**config.mk**
```make
export PLATFORM = sky130hd
export DESIGN_NAME = fpu_ss_xif_mem_responder_flat
export DESIGN_NICKNAME = d
export VERILOG_FILES = /design/src/rtl/fpu_ss_xif_mem_responder_pkg.sv /design/src/rtl/fpu_ss_xif_mem_responder_if.sv /design/src/rtl/fpu_ss_mem_rsp_fifo.sv /design/src/rtl/fpu_ss_xif_mem_responder.sv /design/src/flat_wrapper.sv
export SDC_FILE = /design/constraint.sdc
export NUM_CORES = 1
export LEC_CHECK = 0
export CORE_UTILIZATION = 36
export DETAILED_ROUTE_END_ITERATION = 8
export DONT_BUFFER_PORTS = 1
export GPL_ROUTABILITY_DRIVEN = 0
export PLACE_DENSITY_LB_ADDON = 0.08
export SLEW_MARGIN = 20
export SYNTH_ARGS = -nofsm -noshare
export SYNTH_HDL_FRONTEND = slang
export SYNTH_HIERARCHICAL = 1
export SYNTH_SLANG_ARGS = --single-unit
export TNS_END_PERCENT = 30
```
**constraint.sdc**
```tcl
create_clock -name clk_i -period 9.65 [get_ports clk_i]
set_input_delay 1.93 -clock clk_i [delete_from_list [all_inputs] [get_ports clk_i]]
set_output_delay 1.93 -clock clk_i [all_outputs]
set_load 0.03 [all_outputs]
```
**src/rtl/fpu_ss_xif_mem_responder_pkg.sv**
```systemverilog
// rtl/fpu_ss_xif_mem_responder_pkg.sv - fpu_ss_pkg: XIF mem responder types and lane helpers
package fpu_ss_pkg;

    localparam int unsigned XIF_ID_WIDTH = 4;

    typedef enum logic [1:0] {
        MEM_BYTE = 2'd0,
        MEM_HALF = 2'd1,
        MEM_WORD = 2'd2
    } mem_size_e;

    typedef struct packed {
        logic [XIF_ID_WIDTH-1:0] id;
        logic                    we;
        mem_size_e               size;
        logic [1:0]              offset;
    } mem_rsp_meta_t;

    typedef enum logic [1:0] {
        ST_IDLE = 2'd0,
        ST_REQ  = 2'd1,
        ST_ERR  = 2'd2
    } responder_state_e;

    // Lanes touched by an access; lanes past the word boundary fall off the top.
    function automatic logic [3:0] byte_enables(mem_size_e size, logic [1:0] off);
        logic [3:0] base;
        case (size)
            MEM_BYTE: base = 4'b0001;
            MEM_HALF: base = 4'b0011;
            default:  base = 4'b1111;
        endcase
        return base << off;
    endfunction

    function automatic logic is_misaligned(mem_size_e size, logic [1:0] off);
        logic mis;
        case (size)
            MEM_BYTE: mis = 1'b0;
            MEM_HALF: mis = off[0];
            default:  mis = (off != 2'b00);
        endcase
        return mis;
    endfunction

    // Bring the addressed lanes down to bit 0 and zero-extend to the access size.
    function automatic logic [31:0] extract_rdata(logic [31:0] rdata, mem_size_e size, logic [1:0] off);
        logic [31:0] sh;
        logic [31:0] res;
        sh = rdata >> {off, 3'b000};
        case (size)
            MEM_BYTE: res = {24'h0, sh[7:0]};
            MEM_HALF: res = {16'h0, sh[15:0]};
            default:  res = sh;
        endcase
        return res;
    endfunction

endpackage

```
**src/rtl/fpu_ss_xif_mem_responder_if.sv**
```systemverilog
// rtl/fpu_ss_xif_mem_responder_if.sv - XIF mem port plus OBI data bus bundle
interface fpu_ss_xif_mem_responder_if #(
    parameter int unsigned ID_WIDTH = 4
);
    logic                x_mem_valid;
    logic                x_mem_ready;
    logic [ID_WIDTH-1:0] x_mem_req_id;
    logic [31:0]         x_mem_req_addr;
    logic                x_mem_req_we;
    logic [1:0]          x_mem_req_size;
    logic [31:0]         x_mem_req_wdata;
    logic                x_mem_result_valid;
    logic [ID_WIDTH-1:0] x_mem_result_id;
    logic [31:0]         x_mem_result_rdata;
    logic                x_mem_result_err;
    logic                data_req;
    logic                data_gnt;
    logic [31:0]         data_addr;
    logic                data_we;
    logic [3:0]          data_be;
    logic [31:0]         data_wdata;
    logic                data_rvalid;
    logic [31:0]         data_rdata;
    logic                data_err;

    modport slave (
        input  x_mem_valid, x_mem_req_id, x_mem_req_addr, x_mem_req_we, x_mem_req_size, x_mem_req_wdata,
        output x_mem_ready, x_mem_result_valid, x_mem_result_id, x_mem_result_rdata, x_mem_result_err,
        output data_req, data_addr, data_we, data_be, data_wdata,
        input  data_gnt, data_rvalid, data_rdata, data_err
    );

    modport master (
        output x_mem_valid, x_mem_req_id, x_mem_req_addr, x_mem_req_we, x_mem_req_size, x_mem_req_wdata,
        input  x_mem_ready, x_mem_result_valid, x_mem_result_id, x_mem_result_rdata, x_mem_result_err,
        input  data_req, data_addr, data_we, data_be, data_wdata,
        output data_gnt, data_rvalid, data_rdata, data_err
    );
endinterface

```
**src/rtl/fpu_ss_mem_rsp_fifo.sv**
```systemverilog
// rtl/fpu_ss_mem_rsp_fifo.sv - in-order metadata FIFO for granted bus transactions
module fpu_ss_mem_rsp_fifo
    import fpu_ss_pkg::*;
#(
    parameter int unsigned DEPTH = 2,
    localparam int unsigned CW = $clog2(DEPTH + 1),
    localparam int unsigned PW = (DEPTH > 1) ? $clog2(DEPTH) : 1
) (
    input  logic          clk_i,
    input  logic          rst_i,
    input  logic          push,
    input  mem_rsp_meta_t push_data,
    input  logic          pop,
    output mem_rsp_meta_t pop_data,
    output logic          full,
    output logic          empty,
    output logic [CW-1:0] count
);
    mem_rsp_meta_t mem [DEPTH];
    logic [PW-1:0] wr_ptr;
    logic [PW-1:0] rd_ptr;
    logic          do_push;
    logic          do_pop;

    function automatic logic [PW-1:0] ptr_inc(logic [PW-1:0] p);
        return (p == PW'(DEPTH - 1)) ? '0 : p + 1'b1;
    endfunction

    assign full     = (count == CW'(DEPTH));
    assign empty    = (count == '0);
    assign do_push  = push && !full;
    assign do_pop   = pop && !empty;
    assign pop_data = mem[rd_ptr];

    // Pointer and occupancy bookkeeping; push and pop may coincide.
    always_ff @(posedge clk_i or posedge rst_i) begin
        if (rst_i) begin
            wr_ptr <= '0;
            rd_ptr <= '0;
            count  <= '0;
        end else begin
            if (do_push) wr_ptr <= ptr_inc(wr_ptr);
            if (do_pop)  rd_ptr <= ptr_inc(rd_ptr);
            count <= count + CW'(do_push) - CW'(do_pop);
        end
    end

    // Storage needs no reset: entries are only read once written.
    always_ff @(posedge clk_i) begin
        if (do_push) mem[wr_ptr] <= push_data;
    end
endmodule

```
**src/rtl/fpu_ss_xif_mem_responder.sv**
```systemverilog
// rtl/fpu_ss_xif_mem_responder.sv - XIF mem request responder on OBI; FPU_SS_MEM_MISALIGN_CHECK_EN enables the alignment error path
module fpu_ss_xif_mem_responder
    import fpu_ss_pkg::*;
#(
    parameter int unsigned ID_WIDTH        = XIF_ID_WIDTH,
    parameter int unsigned MAX_OUTSTANDING = 2
) (
    input logic                      clk_i,
    input logic                      rst_i,
    fpu_ss_xif_mem_responder_if.slave xif
);
    localparam int unsigned CW = $clog2(MAX_OUTSTANDING + 1);

    responder_state_e state_q;
    responder_state_e state_d;
    mem_rsp_meta_t    req_meta_q;
    mem_rsp_meta_t    head;
    logic [CW-1:0]    count;
    logic             fifo_full;
    logic             fifo_empty;
    logic             grant;
    logic             handshake;
    logic             ready;
    logic             req_misaligned;
    logic             rsp_pop;
    logic             seen_gnt_q;
    logic [1:0]       req_off;
    mem_size_e        req_size;

    assign req_off  = xif.x_mem_req_addr[1:0];
    assign req_size = mem_size_e'(xif.x_mem_req_size);
`ifdef FPU_SS_MEM_MISALIGN_CHECK_EN
    assign req_misaligned = is_misaligned(req_size, req_off);
`else
    assign req_misaligned = 1'b0;
`endif
    assign grant           = (state_q == ST_REQ) && xif.data_gnt;
    assign rsp_pop         = xif.data_rvalid && !fifo_empty;
    assign xif.x_mem_ready = ready;

    fpu_ss_mem_rsp_fifo #(.DEPTH(MAX_OUTSTANDING)) u_fifo (
        .clk_i     (clk_i),
        .rst_i     (rst_i),
        .push      (grant),
        .push_data (req_meta_q),
        .pop       (rsp_pop),
        .pop_data  (head),
        .full      (fifo_full),
        .empty     (fifo_empty),
        .count     (count)
    );

    // State register.
    always_ff @(posedge clk_i or posedge rst_i) begin
        if (rst_i) state_q <= ST_IDLE;
        else       state_q <= state_d;
    end

    // Acceptance and next state; a grant frees the request slot for a back-to-back handshake.
    always_comb begin
        state_d = state_q;
        ready   = 1'b0;
        if (((state_q == ST_IDLE) || grant) && ((32'(count) + 32'(grant)) < MAX_OUTSTANDING))
            ready = 1'b1;
        if (req_misaligned && !((state_q == ST_IDLE) && (count == '0)))
            ready = 1'b0;
        if (rst_i)
            ready = 1'b0;
        handshake = xif.x_mem_valid && ready;
        case (state_q)
            ST_IDLE: if (handshake) state_d = req_misaligned ? ST_ERR : ST_REQ;
            ST_REQ:  if (grant) state_d = handshake ? ST_REQ : ST_IDLE;
            ST_ERR:  state_d = ST_IDLE;
            default: state_d = ST_IDLE;
        endcase
    end

    // Bus request registers: loaded on an accepted request, held until granted.
    always_ff @(posedge clk_i or posedge rst_i) begin
        if (rst_i) begin
            xif.data_req   <= 1'b0;
            xif.data_addr  <= '0;
            xif.data_we    <= 1'b0;
            xif.data_be    <= '0;
            xif.data_wdata <= '0;
            req_meta_q     <= '0;
        end else if (handshake && !req_misaligned) begin
            xif.data_req   <= 1'b1;
            xif.data_addr  <= {xif.x_mem_req_addr[31:2], 2'b00};
            xif.data_we    <= xif.x_mem_req_we;
            xif.data_be    <= byte_enables(req_size, req_off);
            xif.data_wdata <= xif.x_mem_req_wdata << {req_off, 3'b000};
            req_meta_q     <= '{id: XIF_ID_WIDTH'(xif.x_mem_req_id), we: xif.x_mem_req_we,
                                size: req_size, offset: req_off};
        end else if (grant) begin
            xif.data_req   <= 1'b0;
        end
    end

    // Result register: one-cycle pulse per bus response or per rejected misaligned request.
    always_ff @(posedge clk_i or posedge rst_i) begin
        if (rst_i) begin
            xif.x_mem_result_valid <= 1'b0;
            xif.x_mem_result_id    <= '0;
            xif.x_mem_result_rdata <= '0;
            xif.x_mem_result_err   <= 1'b0;
        end else begin
            xif.x_mem_result_valid <= 1'b0;
            if (rsp_pop) begin
                xif.x_mem_result_valid <= 1'b1;
                xif.x_mem_result_id    <= ID_WIDTH'(head.id);
                xif.x_mem_result_err   <= xif.data_err;
                xif.x_mem_result_rdata <= head.we ? '0 : extract_rdata(xif.data_rdata, head.size, head.offset);
            end else if (handshake && req_misaligned) begin
                xif.x_mem_result_valid <= 1'b1;
                xif.x_mem_result_id    <= xif.x_mem_req_id;
                xif.x_mem_result_err   <= 1'b1;
                xif.x_mem_result_rdata <= '0;
            end
        end
    end

    // Until the first grant after reset, stray responses belong to pre-reset traffic and are dropped quietly.
    always_ff @(posedge clk_i or posedge rst_i) begin
        if (rst_i)      seen_gnt_q <= 1'b0;
        else if (grant) seen_gnt_q <= 1'b1;
    end

`ifndef SYNTHESIS
    // Protocol checks: no response without a matching grant, no grant into a full FIFO.
    always_ff @(posedge clk_i) begin
        if (!rst_i) begin
            assert (!(xif.data_rvalid && fifo_empty && seen_gnt_q))
                else $error("data_rvalid with no outstanding transaction");
            assert (!(grant && fifo_full))
                else $error("grant with response FIFO full");
        end
    end
`endif
endmodule

```
**src/flat_wrapper.sv**
```systemverilog
// flat-port wrapper written by rule: the top's interface ports become plain ports
module fpu_ss_xif_mem_responder_flat import fpu_ss_pkg::*;
#(
    parameter int unsigned ID_WIDTH        = XIF_ID_WIDTH,
    parameter int unsigned MAX_OUTSTANDING = 2
)
  (clk_i, rst_i, xif_x_mem_valid, xif_x_mem_req_id, xif_x_mem_req_addr, xif_x_mem_req_we, xif_x_mem_req_size, xif_x_mem_req_wdata, xif_x_mem_ready, xif_x_mem_result_valid, xif_x_mem_result_id, xif_x_mem_result_rdata, xif_x_mem_result_err, xif_data_req, xif_data_addr, xif_data_we, xif_data_be, xif_data_wdata, xif_data_gnt, xif_data_rvalid, xif_data_rdata, xif_data_err);
  fpu_ss_xif_mem_responder_if #(.ID_WIDTH(ID_WIDTH)) xif_i ();
  input logic clk_i;
  input logic rst_i;
  input wire logic [$bits(xif_i.x_mem_valid)-1:0] xif_x_mem_valid;
  input wire logic [$bits(xif_i.x_mem_req_id)-1:0] xif_x_mem_req_id;
  input wire logic [$bits(xif_i.x_mem_req_addr)-1:0] xif_x_mem_req_addr;
  input wire logic [$bits(xif_i.x_mem_req_we)-1:0] xif_x_mem_req_we;
  input wire logic [$bits(xif_i.x_mem_req_size)-1:0] xif_x_mem_req_size;
  input wire logic [$bits(xif_i.x_mem_req_wdata)-1:0] xif_x_mem_req_wdata;
  output wire logic [$bits(xif_i.x_mem_ready)-1:0] xif_x_mem_ready;
  output wire logic [$bits(xif_i.x_mem_result_valid)-1:0] xif_x_mem_result_valid;
  output wire logic [$bits(xif_i.x_mem_result_id)-1:0] xif_x_mem_result_id;
  output wire logic [$bits(xif_i.x_mem_result_rdata)-1:0] xif_x_mem_result_rdata;
  output wire logic [$bits(xif_i.x_mem_result_err)-1:0] xif_x_mem_result_err;
  output wire logic [$bits(xif_i.data_req)-1:0] xif_data_req;
  output wire logic [$bits(xif_i.data_addr)-1:0] xif_data_addr;
  output wire logic [$bits(xif_i.data_we)-1:0] xif_data_we;
  output wire logic [$bits(xif_i.data_be)-1:0] xif_data_be;
  output wire logic [$bits(xif_i.data_wdata)-1:0] xif_data_wdata;
  input wire logic [$bits(xif_i.data_gnt)-1:0] xif_data_gnt;
  input wire logic [$bits(xif_i.data_rvalid)-1:0] xif_data_rvalid;
  input wire logic [$bits(xif_i.data_rdata)-1:0] xif_data_rdata;
  input wire logic [$bits(xif_i.data_err)-1:0] xif_data_err;
  assign xif_i.x_mem_valid = xif_x_mem_valid;
  assign xif_i.x_mem_req_id = xif_x_mem_req_id;
  assign xif_i.x_mem_req_addr = xif_x_mem_req_addr;
  assign xif_i.x_mem_req_we = xif_x_mem_req_we;
  assign xif_i.x_mem_req_size = xif_x_mem_req_size;
  assign xif_i.x_mem_req_wdata = xif_x_mem_req_wdata;
  assign xif_x_mem_ready = xif_i.x_mem_ready;
  assign xif_x_mem_result_valid = xif_i.x_mem_result_valid;
  assign xif_x_mem_result_id = xif_i.x_mem_result_id;
  assign xif_x_mem_result_rdata = xif_i.x_mem_result_rdata;
  assign xif_x_mem_result_err = xif_i.x_mem_result_err;
  assign xif_data_req = xif_i.data_req;
  assign xif_data_addr = xif_i.data_addr;
  assign xif_data_we = xif_i.data_we;
  assign xif_data_be = xif_i.data_be;
  assign xif_data_wdata = xif_i.data_wdata;
  assign xif_i.data_gnt = xif_data_gnt;
  assign xif_i.data_rvalid = xif_data_rvalid;
  assign xif_i.data_rdata = xif_data_rdata;
  assign xif_i.data_err = xif_data_err;
  fpu_ss_xif_mem_responder #(.ID_WIDTH(ID_WIDTH), .MAX_OUTSTANDING(MAX_OUTSTANDING)) u_core (.clk_i(clk_i), .rst_i(rst_i), .xif(xif_i));
endmodule
```
==> results of run 1 <==
## metrics by stage
| step | utilization (%) | hold WS (ns) | instances |
|---|---|---|---|
| 2_1_floorplan | - | 0.437 | 463 |
| 3_3_place_gp | 38.0 | 0.449 | 656 |
| 3_5_place_dp | 38.0 | 0.454 | 656 |
| 4_1_cts | 41.3 | 0.466 | 688 |
| 5_1_grt | 41.4 | 0.475 | 689 |
| 6_report | 41.4 | 0.461 | 689 |
## worst max-delay path: stages
cell and delay [ns]:
nand2b_1 0.05, a211oi_1 0.23, buf_4 0.20
## layout make-up
cell class / instances / area [um2]
sequential: 137 / 3520
clock buffer: 17 / 425
tap: 220 / 275
timing repair buffer: 5 / 41.3
inverter: 15 / 58.8
fill: 1590 / 9760
clock inverter: 15 / 134
antenna: 1 / 2.50
multi-input combinational: 279 / 2430
## routing by layer
layer | up-vias | share of wire (%)
met4 | 2 | 2.2
met3 | 21 | 9.7
met1 | 1822 | 38
met2 | 148 | 50
li1 | 1639 | -
met5 | - | 0.11
## flip-flops by register name, summed over array words and instances (netlist names)
register                       count
u_core/req_meta_q                  8
u_core/xif.data_be                 4
u_core/xif.x_mem_result_err        1
u_core/xif.data_addr              30
u_core/xif.x_mem_result_rdata     32
u_core/xif.data_we                 1
u_core/u_fifo/mem                 18
u_core/state_q                     1
u_core/xif.data_wdata             32
u_core/u_fifo/count                2
u_core/xif.x_mem_result_valid      1
u_core/xif.x_mem_result_id         4
u_core/xif.data_req                1
u_core/u_fifo/wr_ptr               1
u_core/u_fifo/rd_ptr               1
## final timing paths
| kind | start | endpoint | slack [ns] | depth (start not counted) |
|---|---|---|---|---|
| max | xif_data_gnt | xif_x_mem_ready | 5.31 | 3 |
| min | u_core/req_meta_q[6]$_DFFE_PP0P_ | u_core/u_fifo/mem[0][6]$_DFFE_PP_ | 0.46 | 0 |
| max reg2reg | u_core/u_fifo/rd_ptr$_DFFE_PP0P_ | u_core/xif.x_mem_result_rdata[30]$_DFFE_PP0P_ | 6.97 | 3 |
| min reg2reg | u_core/req_meta_q[6]$_DFFE_PP0P_ | u_core/u_fifo/mem[0][6]$_DFFE_PP_ | 0.46 | 0 |
| max in group asynchronous | rst_i | u_core/xif.data_addr[27]$_DFFE_PP0P_ | 7.18 | 2 |
| min in group asynchronous | rst_i | u_core/u_fifo/wr_ptr$_DFFE_PP0P_ | 1.29 | 1 |
## power by group through the flow
stage / clock, mW / combinational [mW] / sequential [mW]
2_1_floorplan: 0 / 0.424 / 1.32
3_3_place_gp: 0 / 0.464 / 1.40
3_5_place_dp: 0 / 0.481 / 1.40
4_1_cts: 0.633 / 0.480 / 1.39
5_1_grt: 0.661 / 0.520 / 1.42
6_report: 0.615 / 0.470 / 1.39
## layout by cell type (no fill, tap or decap), types with 12 or more instances in the layout
| cell type | instances |
|---|---|
| o2bb2ai_1 | 15 |
| nor2_1 | 12 |
| mux2_4 | 20 |
| mux2_2 | 56 |
| edfxtp_1 | 18 |
| clkbuf_16 | 17 |
| mux2i_1 | 56 |
| nand2_1 | 41 |
| inv_1 | 14 |
| dfrtp_1 | 119 |
| a22o_1 | 16 |
==> results by group, run 1 <==
STA
  – Worst slew margin: 24.9%
  – Worst Skew: 0.00850 ns
  – Period Utilization, post-route: between 40% and 50%
  – Finish-stage setup viols: 0
  – Achievable Freq: 231 MHz
  – Hold Fails Final Rpt: 0
  – Tightest Pin Transition: 1.12 ns
  – RSZ-0062 raised after global routing: false
  – Final Critical Period: 4.34 ns
  – Post-Route Setup TNS: 0 ns
  – Final WS setup: 5.31 ns
  – Pins over their slew limit: 0

Clock network
  – Clock Tree Buf Depth: 2
  – Clock Latency Late Sink: roughly 0.41 ns
  – Num CTS Buffers: 17
  – Root Buffer: clkbuf_16
  – Cts repair resizes: 0
  – # clock sinks: roughly 140
  – Hold_buf cts: 0
  – Setup Fix Bufs, Post-CTS: 0
  – CTS H-tree lvls: 4
  – CTS tree: done
  – Clk pin slew, worst setup/hold paths: 0.06 ns

Global routing
  – Largest net degree at the start of global routing: between 80 and 90
  – Met3 usage: 8.01%
  – Met2 Usage GRT: 27.3%
  – First-pass GRT wire length: 22100 um
  – Grt ovf: 0
  – GRT Resource Usage Total: 16.7%
  – Gr busiest metal: met2
  – Vias in the first global route: 3857
  – Initial antenna violation count: 2
  – GRT met1 Usage: 18.4%

Layout
  – Nets: around 570
  – Area growth syn-to-layout: 11.9%
  – Share of cells above drive strength 1: between 20 and 25%
  – Final Instance Area: slightly below 7000 um2

Power
  – P_int: ~1.5 mW
  – Reg power frac: 56.1%
  – Switch Pwr: 1.01 mW
  – Design Power: about 2.5 mW
  – Switching share of power: roughly two fifths
  – Clock Power Share: 24.9%
  – Power per cell area: 359 nW/um2
  – Comb pwr share: between 10% and 20%
  – Maximum vdd drop: 142 uV
  – LEAKAGE: around 3.1 nW

Drt
  – Routed WL: 14300 um
  – First DRT Iteration DRCs: 156
  – Routed length per instance: 20.7 um
  – Vias: approximately 3600
  – First drt pass iteration count: 4
  – Residual DRC count: 0
  – DRT antenna net count: 0
  – Via density: 5.27

Logic synthesis
  – Mapped cell area: 6150 um2
  – Mean Syn Cell Area: between 10 and 15 um2
  – Synth Warn #: 6
  – Mapped Cells: approximately 460

Setup path
  – Worst EP arrival: 2.41 ns
  – Crit path launch type: input pin
  – Kind of critical path: input pin to output port
  – CP required: a little under 8 ns
  – Worst-path fanout max: 3
  – CP Capture Type: output port

Floorplanning
  – Die Footprint: 17600 um2
  – Core area: 16600 um2
  – Die W: 133 um
  – # rows: 47
  – Die H: 133 um
  – Initial core utilization: 37.0%
  – # IOs: 218

Placed design
  – Port bufs: 0
  – Post-Place Setup Slack: 5.31 ns
  – Post-placement cell area: 6320 um2
  – DP Wirelength: 9910 um

Status
  – Status: completed

Hold path
  – Hold WC Path Type: flop to flop

Flow run
  – Max-cap violation count: 0
Note: power is estimated with default switching activity, not from simulation.
==> inputs of run 2 (changes only) <==
==> constraint.sdc (replaced) <==
create_clock -name clk_i -period 4 [get_ports clk_i]
set_input_delay 0.8 -clock clk_i [delete_from_list [all_inputs] [get_ports clk_i]]
set_output_delay 0.8 -clock clk_i [all_outputs]
set_load 0.03 [all_outputs]
==> results by group, run 2 (synthesized netlist as in run 1, its figures left out) <==
Clock network
  – Setup Fix Bufs, Post-CTS: 0 (unchanged)
  – CTS H-tree lvls: 4 (unchanged)
  – Hold_buf cts: 0 (unchanged)
  – Clock Latency Late Sink: 0.41 ns (about the same)
  – Num CTS Buffers: 17 (unchanged)
  – Root Buffer: clkbuf_16
  – Clk pin slew, worst setup/hold paths: 0.06 ns (about the same)
  – # clock sinks: 137 (unchanged)
  – Cts repair resizes: 0 (unchanged)
  – Clock Tree Buf Depth: 2 (unchanged)
  – CTS tree: done

STA
  – Post-Route Setup TNS: 0 ns (unchanged)
  – Final Hold Slack: 0.170 ns (-0.291 ns)
  – Finish-stage setup viols: 0 (unchanged)
  – Tightest Pin Transition: 0.969 ns (-0.148 ns)
  – Worst slew margin: 35.4% (+10 points)
  – Final Critical Period: 2.50 ns
  – Period Utilization, post-route: 62.4%
  – Achievable Freq: roughly 400 MHz
  – Pins over their slew limit: 0 (unchanged)
  – Hold Fails Final Rpt: 0 (unchanged)
  – RSZ-0062 raised after global routing: false
  – Worst Skew: 0.00992 ns (+0.00142 ns)

Setup path
  – Crit path cell chain: mux2_2, nor2b_1, o2bb2ai_1, a22o_1
  – Worst reg2reg setup slack: 1.50 ns (-5.47 ns)
  – Worst path bufs/invs: 0 (-1)
  – Largest delay share family, worst path: simple AND/OR/NAND/NOR gates
  – Worst-path fanout max: 34 (+31)
  – Kind of critical path: flop to flop
  – Worst R2R End: u_core/xif.x_mem_result_rdata[12]$_DFFE_PP0P_
  – Critical path depth: 4 (+1)
  – Worst EP arrival: 2.84 ns (+0.43 ns)
  – Crit path launch type: flop
  – Register-to-Register Path Depth: 4 (+1)
  – Crit-path max cell delay: 0.79 ns (+0.56 ns)
  – CP Capture Point: u_core/xif.x_mem_result_rdata[12]$_DFFE_PP0P_
  – Critical-path top delay cell: nor2b_1
  – CP required: 4.34 ns (-3.38 ns)
  – CP Capture Type: flop
  – CP Launch Point: u_core/u_fifo/rd_ptr$_DFFE_PP0P_
  – Launch point of the worst reg-to-reg path: u_core/u_fifo/rd_ptr$_DFFE_PP0P_

Drt
  – First DRT Iteration DRCs: 208 (+33%)
  – First drt pass iteration count: 5 (+1)
  – Routed length per instance: 20.5 um (-1.3%)
  – Vias: 3620 (-0.33%)
  – Via density: 5.25 (-0.33%)
  – Routed WL: 14100 um (-1.3%)
  – DRT antenna net count: 0 (unchanged)
  – Residual DRC count: 0 (unchanged)

Layout
  – Storage cell area: 3520 um2 (unchanged)
  – Final Instance Area: 6970 um2 (+1.3%)
  – Most frequent cells in the layout: dfrtp_1 (119), mux2_2 (56), mux2i_1 (56)
  – Biggest regs: u_core/xif.data_wdata: 32 flops, u_core/xif.x_mem_result_rdata: 32 flops, u_core/xif.data_addr: 30 flops
  – Diodes inserted: 0 (-1)
  – Multi-input logic area: 2430 um2 (unchanged)
  – Share of cells above drive strength 1: 24.5% (+0.16 points)
  – Filler Cells Inserted: 1544 (-2.9%)
  – Area growth syn-to-layout: 13.3%
  – Commonest non-fill, non-tap cell in the layout: dfrtp_1
  – Nets: 567 (+0.18%)

Global routing
  – Initial antenna violation count: 1 (-1)
  – Vias in the first global route: 3772 (-2.2%)
  – Largest net degree at the start of global routing: 54 (-36%)
  – Grt ovf: 0 (unchanged)
  – First-pass GRT wire length: 21700 um (-1.8%)
  – GRT Resource Usage Total: 16.4% (-0.34 points)

Hold path
  – Hold WC Path Type: input pin to asynchronous set/reset pin

Floorplanning
  – # IOs: 218 (unchanged)
  – Core area: 16600 um2 (unchanged)
  – Die H: 133 um (unchanged)
  – Die Footprint: 17600 um2 (unchanged)
  – # rows: 47 (unchanged)
  – Die W: 133 um (unchanged)
  – Initial core utilization: 37.0% (unchanged)

Placed design
  – DP Wirelength: 9930 um (+0.14%)
  – Port bufs: 0 (unchanged)
  – Post-placement cell area: 6340 um2 (+0.32%)

Power
  – Power per cell area: 883 nW/um2 (+150%)
  – Maximum vdd drop: 344 uV (+140%)
  – LEAKAGE: 3.18 nW (+1.1%)
  – Design Power: 6.15 mW (+150%)

Flow run
  – Max-cap violation count: 0 (unchanged)

Status
  – Status: completed
## run 2: power breakdown
part	internal, mW	total [mW]	switching [mW]
Sequential	1.97	3.33	1.36
Combinational	0.645	1.14	0.495
Clock	1.10	1.68	0.582
Total	3.71	6.15	2.44
## run 2: stage by stage
stage / setup slack (ns) / std cells / utilization (%)
floorplan: 0.156 / 463 / -
global placement: 1.47 / 657 / 38.1
detailed placement: 1.43 / 657 / 38.1
CTS: 1.48 / 689 / 41.9
global route: 1.30 / 689 / 41.9
finish: 1.50 / 689 / 41.9
## run 2: worst min path at each step
stage | end | start | cells past startpoint | slack [ns]
2_1_floorplan | u_core/u_fifo/mem[0][0]$_DFFE_PP_ | u_core/req_meta_q[0]$_DFFE_PP0P_ | 0 | 0.44
3_3_place_gp | u_core/u_fifo/mem[0][5]$_DFFE_PP_ | u_core/req_meta_q[5]$_DFFE_PP0P_ | 0 | 0.46
3_5_place_dp | u_core/u_fifo/mem[1][5]$_DFFE_PP_ | u_core/req_meta_q[5]$_DFFE_PP0P_ | 0 | 0.45
4_1_cts | u_core/u_fifo/count[1]$_DFF_PP0_ | rst_i | 1 | 0.15
5_1_grt | u_core/u_fifo/wr_ptr$_DFFE_PP0P_ | rst_i | 1 | 0.17
6_report | u_core/u_fifo/wr_ptr$_DFFE_PP0P_ | rst_i | 1 | 0.17
## run 2: cell type report
cell class | count | area share, %
Inverter | 15 | 0.844
Tap cell | 220 | 3.95
Clock inverter | 14 | 2.93
Multi-Input combinational cell | 279 | 34.8
Clock buffer | 18 | 6.16
Timing Repair Buffer | 6 | 0.826
Sequential cell | 137 | 50.5
## run 2: routing by layer
metal	global-route usage, %	share of wire, %
met1	19.0	40
met2	26.8	50
met3	7.82	9.7
met4	4.60	1.1
met5	0	0.099
## run 2: worst reg2reg max path: stages, from the launching register on
cell and delay [ns]:
dfrtp_1 0.60, mux2_2 0.69, nor2b_1 0.80, o2bb2ai_1 0.19
a22o_1 0.15
==> inputs of run 3 (changes only) <==
==> constraint.sdc (replaced) <==
create_clock -name clk_i -period 2.55 [get_ports clk_i]
set_input_delay 0.51 -clock clk_i [delete_from_list [all_inputs] [get_ports clk_i]]
set_output_delay 0.51 -clock clk_i [all_outputs]
set_load 0.03 [all_outputs]
==> results by group, run 3 (synthesized netlist as in run 1, its figures left out) <==
Clock network
  – Cts repair resizes: 0 (unchanged)
  – Clock Latency Late Sink: 0.41 ns (about the same)
  – Clock Tree Buf Depth: 2 (unchanged)
  – CTS tree: done
  – Root Buffer: clkbuf_16
  – # clock sinks: 137 (unchanged)
  – Num CTS Buffers: 17 (unchanged)
  – CTS H-tree lvls: 4 (unchanged)
  – Clk pin slew, worst setup/hold paths: 0.06 ns (about the same)

Drt
  – First drt pass iteration count: 4 (-1)
  – Routed length per instance: 20.3 um (-0.71%)
  – Residual DRC count: 0 (unchanged)
  – DRT antenna net count: 0 (unchanged)
  – Vias: 3697 (+2.1%)
  – Via density: 5.33 (+1.4%)
  – First DRT Iteration DRCs: 143 (-31%)
  – Routed WL: 14100 um (about the same)

STA
  – Worst Skew: 0.00546 ns (-0.00446 ns)
  – Achievable Freq: 467 MHz (+17%)
  – Pins over their slew limit: 0 (unchanged)
  – Final Critical Period: 2.14 ns (-0.357 ns)
  – Tightest Pin Transition: 0.843 ns (-0.126 ns)
  – Final Hold Slack: 0.0709 ns (-0.0988 ns)
  – Finish-stage setup viols: 0 (unchanged)
  – RSZ-0062 raised after global routing: false
  – Period Utilization, post-route: 83.9% (+22 points)
  – Worst slew margin: 43.3% (+7.9 points)
  – Post-Route Setup TNS: 0 ns (unchanged)
  – Hold Fails Final Rpt: 0 (unchanged)

Floorplanning
  – Die H: 133 um (unchanged)
  – # IOs: 218 (unchanged)
  – # rows: 47 (unchanged)
  – Die W: 133 um (unchanged)
  – Initial core utilization: 37.0% (unchanged)
  – Core area: 16600 um2 (unchanged)
  – Die Footprint: 17600 um2 (unchanged)

Layout
  – Commonest non-fill, non-tap cell in the layout: dfrtp_1
  – Most frequent cells in the layout: dfrtp_1 (119), mux2_2 (56), mux2i_1 (56)
  – Share of cells above drive strength 1: 25.2% (+0.64 points)
  – Biggest regs: u_core/xif.data_wdata: 32 flops, u_core/xif.x_mem_result_rdata: 32 flops, u_core/xif.data_addr: 30 flops
  – Area growth syn-to-layout: 13.1%
  – Nets: 572 (+0.88%)
  – Filler Cells Inserted: 1559 (+0.97%)

Setup path
  – Worst EP arrival: 2.49 ns (-0.35 ns)
  – CP Capture Type: flop
  – Worst reg2reg setup slack: 0.41 ns (-1.09 ns)
  – Kind of critical path: flop to flop
  – CP required: 2.90 ns (-1.44 ns)
  – Crit path launch type: flop
  – Worst R2R End: u_core/xif.x_mem_result_rdata[15]$_DFFE_PP0P_
  – Worst-path fanout max: 25 (-26%)
  – Register-to-Register Path Depth: 6 (+2)
  – Launch point of the worst reg-to-reg path: u_core/u_fifo/rd_ptr$_DFFE_PP0P_

Power
  – Maximum vdd drop: 564 uV (+64%)
  – LEAKAGE: 3.18 nW (about the same)
  – Power per cell area: 1340 nW/um2 (+51%)

Global routing
  – Largest net degree at the start of global routing: 70 (+30%)
  – GRT Resource Usage Total: 16.5% (+0.16 points)
  – Vias in the first global route: 3898 (+3.3%)
  – First-pass GRT wire length: 21900 um (+0.89%)
  – Grt ovf: 0 (unchanged)
  – Initial antenna violation count: 1 (unchanged)

Placed design
  – Port bufs: 0 (unchanged)
  – DP Wirelength: 9830 um (-1.0%)

Status
  – Status: completed

Hold path
  – Hold WC Path Type: input pin to asynchronous set/reset pin

Flow run
  – Max-cap violation count: 0 (unchanged)
==> run 3: cell count changes in the layout (fill, tap and decap cells not counted), moves of 2 or more <==
| cell | delta |
|---|---|
| bufinv_16 | -5 |
| clkbuf_8 | +5 |
| buf_12 | +3 |
| clkinv_1 | -2 |
==> run 3: power breakdown <==
| group | leakage (nW) | switching [mW] | internal (mW) |
|---|---|---|---|
| Sequential | 1.65 | 2.11 | 3.09 |
| Clock | 0.268 | 0.874 | 1.36 |
| Combinational | 1.26 | 0.813 | 1.05 |
==> run 3: layout make-up <==
| cell class | count | area [um2] | share of cell area [%] |
|---|---|---|---|
| multi-input combinational | 279 | 2430 | 34.9 |
| tap | 220 | 275 | 3.95 |
| timing repair buffer | 11 | 135 | 1.94 |
| clock buffer | 24 | 502 | 7.21 |
| inverter | 15 | 60.1 | 0.863 |
| clock inverter | 7 | 41.3 | 0.593 |
| sequential | 137 | 3520 | 50.5 |
| antenna | 1 | 2.50 | 0.0359 |
==> run 3: per-layer routing <==
| layer | up-vias | track usage, % | wire [um] |
|---|---|---|---|
| met2 | 152 | 26.5 | 6870 |
| li1 | 1642 | - | - |
| met5 | - | 0 | 0 |
| met1 | 1884 | 18.8 | 5630 |
| met4 | 0 | 7.47 | 289 |
| met3 | 19 | 7.59 | 1330 |
==> run 3: per-stage QoR <==
step	worst slack [ns]	instances	power [mW]	utilization, %	instance area, um2
floorplan	0.339	463	6.59	-	6160
global placement	0.504	661	7.08	38.5	6410
detailed placement	0.432	661	7.15	38.5	6410
CTS	0.411	693	9.43	41.8	6960
global route	0.297	693	9.78	41.8	6960
finish	0.409	694	9.30	41.8	6960
==> run 3: worst max-delay path by stage <==
stage                                     startpoint                                            end  depth (start not counted)
floorplan           u_core/u_fifo/count[1]$_DFF_PP0_               u_core/u_fifo/count[1]$_DFF_PP0_                         10
global placement    u_core/u_fifo/rd_ptr$_DFFE_PP0P_  u_core/xif.x_mem_result_rdata[10]$_DFFE_PP0P_                          6
detailed placement  u_core/u_fifo/rd_ptr$_DFFE_PP0P_  u_core/xif.x_mem_result_rdata[14]$_DFFE_PP0P_                          6
CTS                 u_core/u_fifo/rd_ptr$_DFFE_PP0P_  u_core/xif.x_mem_result_rdata[12]$_DFFE_PP0P_                          6
global route        u_core/u_fifo/rd_ptr$_DFFE_PP0P_  u_core/xif.x_mem_result_rdata[15]$_DFFE_PP0P_                          6
finish              u_core/u_fifo/rd_ptr$_DFFE_PP0P_  u_core/xif.x_mem_result_rdata[15]$_DFFE_PP0P_                          6
==> run 3: repair_timing <==
action / CTS / global route
buffers inserted: 0 / 0
hold endpoints to repair: 4 / 0
hold buffers: 1 / 0
endpoints found under the setup margin: 0 / 0
==> run 3: critical path, stage by stage, from the launching register on <==
cell,delay (ns)
dfrtp_1,0.40
buf_4,0.18
mux2_2,0.23
buf_4,0.28
nor2b_1,0.64
o2bb2ai_1,0.19
a22o_1,0.14
